**src/rtl/div_pkg.sv**
```systemverilog
// Shared definitions for the shift-subtract divider.
// Holds the controller state encoding, the default operand width and a
// helper that sizes the iteration counter.
package div_pkg;

   // Default operand width: divisor, quotient and remainder are N bits.
   localparam int DEF_N = 4;

   // Counter width for the default configuration.
   localparam int DEF_CNT_W = $clog2(DEF_N + 1);

   typedef enum logic [1:0] {
      IDLE  = 2'd0,
      CHECK = 2'd1,
      ITER  = 2'd2,
      DONE  = 2'd3
   } state_t;

   // Counter width for an arbitrary operand width n.
   function automatic int cnt_width(input int n);
      return $clog2(n + 1);
   endfunction

endpackage

```
**src/rtl/div_sub_stage.sv**
```systemverilog
// Compare-and-subtract stage of a restoring divider.
// Latency: combinational.
// Backpressure: none; it is a pure function of its inputs.
// Ports: partial  - N+1 bit partial remainder after the left shift
//        divisor  - N bit unsigned divisor
//        result   - partial minus divisor when it fits, otherwise partial unchanged
//        q_bit    - 1 when the subtraction was taken
module div_sub_stage #(
   parameter int N = 4
) (
   input  logic [N:0]   partial,
   input  logic [N-1:0] divisor,
   output logic [N:0]   result,
   output logic         q_bit
);

   logic [N:0] dvr_ext;

   assign dvr_ext = {1'b0, divisor};
   assign q_bit   = (partial >= dvr_ext);
   assign result  = q_bit ? (partial - dvr_ext) : partial;

endmodule

```
**src/rtl/shift_sub_divider.sv**
```systemverilog
// Sequential restoring divider: 2N-bit dividend / N-bit divisor, one quotient bit per clock.
// Latency: done pulses N+1 cycles after the accepting edge (1 cycle when the quotient overflows).
// Backpressure: st is only honoured in IDLE; starts while busy are dropped, not queued.
// Ports: clk, rst (async, active-high); dividend_i/divisor_i sampled when st is accepted;
//        quotient_o/remainder_o/ov registered results; done one-cycle completion pulse;
//        busy (only when DIV_BUSY_EN is defined) high during CHECK and ITER.
module shift_sub_divider
   import div_pkg::*;
#(
   parameter int N = DEF_N
) (
   input  logic           clk,
   input  logic           rst,
   input  logic [2*N-1:0] dividend_i,
   input  logic [N-1:0]   divisor_i,
   input  logic           st,
   output logic [N-1:0]   quotient_o,
   output logic [N-1:0]   remainder_o,
   output logic           ov,
   output logic           done
`ifdef DIV_BUSY_EN
   ,
   output logic           busy
`endif
);

   localparam int CW = cnt_width(N);

   state_t        state;
   logic [2*N:0]  acc;
   logic [N-1:0]  dvr;
   logic [CW-1:0] cnt;

   logic [2*N:0]  shifted;
   logic [2*N:0]  acc_nxt;
   logic [N:0]    stage_res;
   logic          stage_q;
   logic          last_step;
   logic          busy_q;

   // The upper N+1 bits of the shifted accumulator form the partial remainder.
   always_comb shifted = acc << 1;

   div_sub_stage #(.N(N)) u_stage (
      .partial (shifted[2*N:N]),
      .divisor (dvr),
      .result  (stage_res),
      .q_bit   (stage_q)
   );

   // The freshly shifted-in LSB becomes the new quotient bit.
   always_comb begin
      acc_nxt        = shifted;
      acc_nxt[2*N:N] = stage_res;
      acc_nxt[0]     = stage_q;
   end

   assign last_step = (cnt == CW'(N - 1));

   always_ff @(posedge clk or posedge rst) begin
      if (rst) begin
         state       <= IDLE;
         acc         <= '0;
         dvr         <= '0;
         cnt         <= '0;
         quotient_o  <= '0;
         remainder_o <= '0;
         ov          <= 1'b0;
         done        <= 1'b0;
         busy_q      <= 1'b0;
      end else begin
         done <= 1'b0;
         case (state)
            IDLE: begin
               if (st) begin
                  acc    <= {1'b0, dividend_i};
                  dvr    <= divisor_i;
                  busy_q <= 1'b1;
                  state  <= CHECK;
               end
            end
            CHECK: begin
               // A quotient fits in N bits only if the upper half is below the divisor;
               // a zero divisor always fails this test.
               if ((dvr == '0) || (acc[2*N-1:N] >= dvr)) begin
                  ov          <= 1'b1;
                  quotient_o  <= '0;
                  remainder_o <= '0;
                  done        <= 1'b1;
                  busy_q      <= 1'b0;
                  state       <= DONE;
               end else begin
                  ov    <= 1'b0;
                  cnt   <= '0;
                  state <= ITER;
               end
            end
            ITER: begin
               acc <= acc_nxt;
               cnt <= cnt + 1'b1;
               if (last_step) begin
                  quotient_o  <= acc_nxt[N-1:0];
                  remainder_o <= acc_nxt[2*N-1:N];
                  done        <= 1'b1;
                  busy_q      <= 1'b0;
                  state       <= DONE;
               end
            end
            DONE: begin
               state <= IDLE;
            end
            default: begin
               state <= IDLE;
            end
         endcase
      end
   end

`ifdef DIV_BUSY_EN
   assign busy = busy_q;
`else
   // Without the busy port the flag is unused; fold it in harmlessly.
   logic unused_busy;
   assign unused_busy = busy_q;
`endif

endmodule

```
**config.mk**
```make
export PLATFORM = sky130hd
export DESIGN_NAME = shift_sub_divider
export DESIGN_NICKNAME = d
export VERILOG_FILES = /design/src/rtl/div_pkg.sv /design/src/rtl/div_sub_stage.sv /design/src/rtl/shift_sub_divider.sv
export SDC_FILE = /design/constraint.sdc
export NUM_CORES = 1
export LEC_CHECK = 0
export BUFFER_PORTS_ARGS = -buffer_cell sky130_fd_sc_hd__buf_4
export CAP_MARGIN = 20
export CORE_UTILIZATION = 42
export DETAILED_ROUTE_END_ITERATION = 16
export SLEW_MARGIN = 20
export SYNTH_ARGS = -nofsm -noshare
export SYNTH_HDL_FRONTEND = slang
export SYNTH_SLANG_ARGS = --single-unit
```
**constraint.sdc**
```tcl
create_clock -name clk -period 3 [get_ports clk]
set_input_delay 0.6 -clock clk [delete_from_list [all_inputs] [get_ports clk]]
set_output_delay 0.6 -clock clk [all_outputs]
set_load 0.01 [all_outputs]
```
# ---- After elaboration in Yosys (flattened, before gate mapping)
# Index checks and enable logic that the tools add are counted.
dict set report word_totals {
  out_inout_bits 10
  wordCells 47
  in_bits 15
  ff_bits 27
}
dict set report classes {
  n_lt_le_gt_ge 2
  reduce_logical 10
  addsub 2
  mux 17
  eq_ne 8
}
# op n
set op_table {}
lappend op_table {{$mux W4} 4}
lappend op_table {{$pmux W4 S2} 2}
lappend op_table {{$pmux W8 S2} 1}
lappend op_table {{$mux W8} 1}
lappend op_table {{$ne A2 B2 Y1 const B} 4}
lappend op_table {{$pmux W2 S4} 1}
lappend op_table {{$reduce_and A2 Y1} 4}
lappend op_table {{$pmux W3 S2} 1}
lappend op_table {{$ge A5 B4 Y1} 1}
lappend op_table {{$eq A2 B2 Y1 const B} 2}
lappend op_table {{$ge A4 B4 Y1} 1}
lappend op_table {{$logic_not A4 Y1} 1}
lappend op_table {{$mux W2} 2}
lappend op_table {{$reduce_bool A2 Y1} 2}
lappend op_table {{$sub A4 B4 Y4} 1}
lappend op_table {{$add A3 B1 Y3 const B} 1}
lappend op_table {{$eq A3 B2 Y1 const B} 1}
lappend op_table {{$mux W1} 3}
lappend op_table {{$mux W3} 1}
lappend op_table {{$reduce_and A3 Y1} 1}
lappend op_table {{$eq A2 B1 Y1 const B} 1}
lappend op_table {{$logic_not A2 Y1} 1}
lappend op_table {{$pmux W1 S2} 1}
lappend op_table {{$logic_or A1 B1 Y1} 1}

# ---- Logic depth before layout (Yosys ltp)
dict set report depth {
  ltp_word 4
  depth_mapped 8
  mapped_depth_nobuf 8
}

# ---- Hierarchy
# Synthesis repeated with hierarchy kept, for this count alone.
dict set report unflattened {
  cells_unflattened 176
  area_unflattened_um2 1630.3
}
# module seq_area_each_um2 area_each_um2 cells_each n_inst
set modules_own_cells {}
lappend modules_own_cells {shift_sub_divider 675.6 1382.6 141 1}
lappend modules_own_cells {div_sub_stage 0.0 247.7 35 1}

# ---- Worst setup path after synthesis
# No wires, ideal clock.
dict set report synth_timing {
  path_kind {register -> register}
  from {register acc[4]}
  to {register quotient_o[2]}
  n_path_buf 0
  period_less_slack_ns 1.913
  path_slack_ns 1.087
  required_ns 2.875
  arrival_time_ns 1.788
  path_stages_with_launch 8
  setup_time_ns 0.125
  path_cell_list {dfrtp_1 -> inv_1 -> ha_1 -> nand2b_1 -> a21oi_1 -> o21ai_1 -> o21ai_2 -> mux2_2}
}
dict set report synth_via {
  elab_chain_len 4
}
# element line
set synth_rtl {}
lappend synth_rtl {{start: declaration} shift_sub_divider.sv:30} ;# logic [2*N:0] acc;
lappend synth_rtl {{start signal: assignment} shift_sub_divider.sv:76} ;# acc <= {1'b0, dividend_i};
lappend synth_rtl {{start signal: assignment} shift_sub_divider.sv:99} ;# acc <= acc_nxt;
lappend synth_rtl {{$ge A4 B4 Y1} shift_sub_divider.sv:85} ;# if ((dvr == '0) || (acc[2*N-1:N] >= dvr)) begin
lappend synth_rtl {{$logic_or A1 B1 Y1} shift_sub_divider.sv:85}
lappend synth_rtl {{$ne A2 B2 Y1 (no source line)} --}
lappend synth_rtl {{$reduce_and A3 Y1 (no source line)} --}
lappend synth_rtl {{end signal: assignment} shift_sub_divider.sv:102} ;# quotient_o <= acc_nxt[N-1:0];
lappend synth_rtl {{end: declaration} shift_sub_divider.sv:17} ;# output logic [N-1:0] quotient_o,
# Every way passes these cells.
# A chain may end at the register's enable or synchronous reset.

# ---- Worst setup path after layout
# Same ends and word-level chain as after synthesis.

==> metrics.md <==
| Metric | Value |
|---|---|
| Outcome | completed |
| Crit path buffers/inverters | 1 |
| Synth Area in Adders | 0.1175 |
| Period utilization | 0.7043 |
| R2r endpoint | quotient_o[2]$_DFFE_PP0P_ |
| Synth Instances | 154 |
| Clk_lat worst skew | 270 ps |
| Post-place setup slack | 873.5 ps |
| Detailed Place HPWL | 2356 um |
| Share of the synthesized area in the top cell type | 0.4344 |
| Largest family of logic cells by synthesized area | compound AO/OA/AOI/OAI gates |
| Antenna Nets Post-Route | 0 |
| Xor and xnor area share after synthesis | 0.005632 |
| Die Wd | 62.85 um |
| Syn Area/Cell | 10.10 um2 |
| Critical path type | flip-flop to flip-flop |
| FP Rows | 21 |
| Delay-heaviest family, CP | compound AO/OA/AOI/OAI gates |
| RSZ-0062 raised after global routing | false |
| Vias in the first global route | 1213 |
| Mapped Area | 1555 um2 |
| Reg2reg path depth | 7 |
| Simple logic cell fraction of the synthesized area | 0.1142 |
| Chip Height | 62.85 um |
| Post-DP Area | 1787 um2 |
| Worst-path clk slew | 90 ps |
| Area growth syn-to-layout | 17.78% |
| Post-synth top area cell | dfrtp_1 |
| Mux contribution to synthesized area | 0.1167 |
| Clk root buf | clkbuf_8 |
| Flop-to-flop setup slack | 890 ps |
| Grt ovf | 0 |
| Share of layout cells above drive strength 1 | 0.2253 |
| Die ar. | 3950 um2 |
| Routed WL | 2987 um |
| Avg Vias per Cell | 5.136 |
| Post-CTS Setup Inserts | 0 |
| Worst path depth | 7 |
| CP endpoint | quotient_o[2]$_DFFE_PP0P_ |
| Final Hold Vio Count | 0 |
| Initial Utilization | 0.4518 |
| # hold bufs at CTS | 0 |
| Peak supply drop | 0.4131 mV |
| H-tree depth | 1 |
| Ys Warns | 0 |
| Final net count | 212 |
| Antenna diodes | 0 |
| I/O Buffers | 24 |
| Worst Max-Slew Pin Slew | 564.2 ps |
| Fin area | 1832 um2 |
| Syn nets | 183 |
| Synth top area cells | dfrtp_1, ha_1, mux2i_1 |
| Slowest stage delay, CP | 430 ps |
| Largest net degree at the start of global routing | 28 |
| Final Setup Violations | 0 |
| Critical path endpoint category | flip-flop |
| Worst Setup SP | acc[4]$_DFFE_PP0P_ |
| Worst setup margin | 887.1 ps |
| Initial antenna violation count | 0 |
| Detailed-route via count | 1171 |
| Synth cell types | 35 |
| Final TNS setup | 0 ps |
| Total track usage | 0.1702 |
| Initial DRC count | 42 |
| CTS resizes | 0 |
| 1st-pass router iterations | 4 |
| Core ar. | 3442 um2 |
| Highest achievable clock rate | 0.4733 GHz |
| First-pass GRT wire length | 5354 um |
| Synth Register Bits | 27 |
| Crit-path max FO | 8 |
| Type of the most critical hold path | input pin to async pin |
| Clock buffer depth | 2 |
| CP arrival | 2280 ps |
| Residual DRC | 0 |
| Crit path required time | 3160 ps |
| Setup skew after layout | 3.317 ps |
| Final Critical Period | 2113 ps |
| Slowest cell on the critical path | o21ai_2 |
| Final core utilization | 0.5322 |
| Max Cap Viol | 0 |
| CTS tree | yes |
| Setup crit start kind | flip-flop |
| CTS buffer count | 3 |
| Leakage power | 0.9080 nW |
| Final Max Slew Viols | 0 |
| Crit path cell chain | inv_1 > ha_1 > nand2b_1 > a21oi_1 > o21ai_1 > o21ai_2 > mux2_2 |
| Rel. slew slack | 0.6233 |
| Synth Area in Compound Gates | 0.1424 |
| FF-to-FF Start | acc[4]$_DFFE_PP0P_ |
| Pwr dens | 1111 nW/um2 |
| Routed WL per cell | 13.10 um |
| IO Pins | 25 |
| CTS Sinks | 27 |
| RD Place Congestion | 0.8300 |
| Register area share after synthesis | 0.4344 |
## sequential cells by signal, indices dropped and copies added, names as in the netlist
signal / flops
acc: 8
cnt: 3
done: 1
dvr: 4
ov: 1
quotient_o: 4
remainder_o: 4
state: 2
## cells in the final DEF (no fill, tap or decap), types with 6 or more instances in the layout
master / count
ha_1: 13
o21ai_0: 9
inv_1: 20
buf_4: 27
mux2_2: 6
mux2i_1: 8
dfrtp_1: 27
nor2_1: 7
nand2_1: 19
## layer usage
metal,global-route usage,share of wire
met4,0.05814,0.011
met2,0.2908,0.50
met1,0.2203,0.46
met5,0,0
met3,0.02190,0.026
## cells in the mapped netlist, drive strengths merged
master / count
a21boi: 3
or3: 1
ha: 13
nand3: 2
or4: 1
nor2: 7
inv: 21
a21oi: 6
o22ai: 1
nand2: 19
dfrtp: 27
xnor2: 1
and2: 1
o21a: 1
mux2: 9
buf: 2
or2b: 2
fa: 1
nand2b: 4
a41oi: 1
a211oi: 1
dlymetal6s2s: 1
nor4: 1
mux2i: 8
o22a: 3
o2111ai: 1
a31oi: 4
o21ai: 12
## power breakdown
group	total (mW)	switching (mW)	internal, mW	leakage [nW]
Combinational	1.20	0.648	0.553	0.553
Clock	0.206	0.111	0.0952	0.0228
Sequential	0.627	0.110	0.517	0.333
Total	2.04	0.870	1.17	0.908
## logic make-up (layout without fill, tap and decap cells)
logic type	after synthesis	count (layout)
adder cells (fa/ha/maj)	14	14
AND/OR/NAND/NOR	38	38
flip-flops	27	27
buffers and inverters	24	52
AO/OA/AOI/OAI	33	33
multiplexers	17	17
XOR/XNOR	1	1
## cell type report
type,instances,area [um2]
sequential,27,675.6
tap,46,57.56
inverter,21,78.83
timing repair buffer,27,202.7
clock buffer,4,45.04
fill,324,1610
multi-input combinational,103,772.0
## per-stage QoR
step | hold slack, ps | power (mW) | cells
global placement | 481.5 | 1.812 | 224
detailed placement | 496.3 | 1.849 | 224
finish | 378.9 | 2.035 | 228
floorplan | 489.9 | 1.536 | 154
global route | 433.5 | 2.237 | 228
CTS | 517.2 | 2.057 | 228
## worst min-delay path by stage
stage / from / end / slack (ps) / cells after the start
2_1_floorplan: cnt[2]$_DFFE_PP0P_ / cnt[2]$_DFFE_PP0P_ / 490 / 2
3_3_place_gp: remainder_o[1]$_DFFE_PP0P_ / remainder_o[1]$_DFFE_PP0P_ / 480 / 1
3_5_place_dp: remainder_o[0]$_DFFE_PP0P_ / remainder_o[0]$_DFFE_PP0P_ / 500 / 1
4_1_cts: remainder_o[0]$_DFFE_PP0P_ / remainder_o[0]$_DFFE_PP0P_ / 520 / 1
5_1_grt: rst / acc[2]$_DFFE_PP0P_ / 430 / 2
6_report: rst / cnt[0]$_DFFE_PP0P_ / 380 / 2
## worst register-to-register path, stage by stage, from the launching register on
cell,delay (ps)
dfrtp_1,400
inv_1,90
ha_1,280
nand2b_1,140
a21oi_1,150
o21ai_1,120
o21ai_2,430
mux2_2,390
Power figures use the tool's default switching activity.
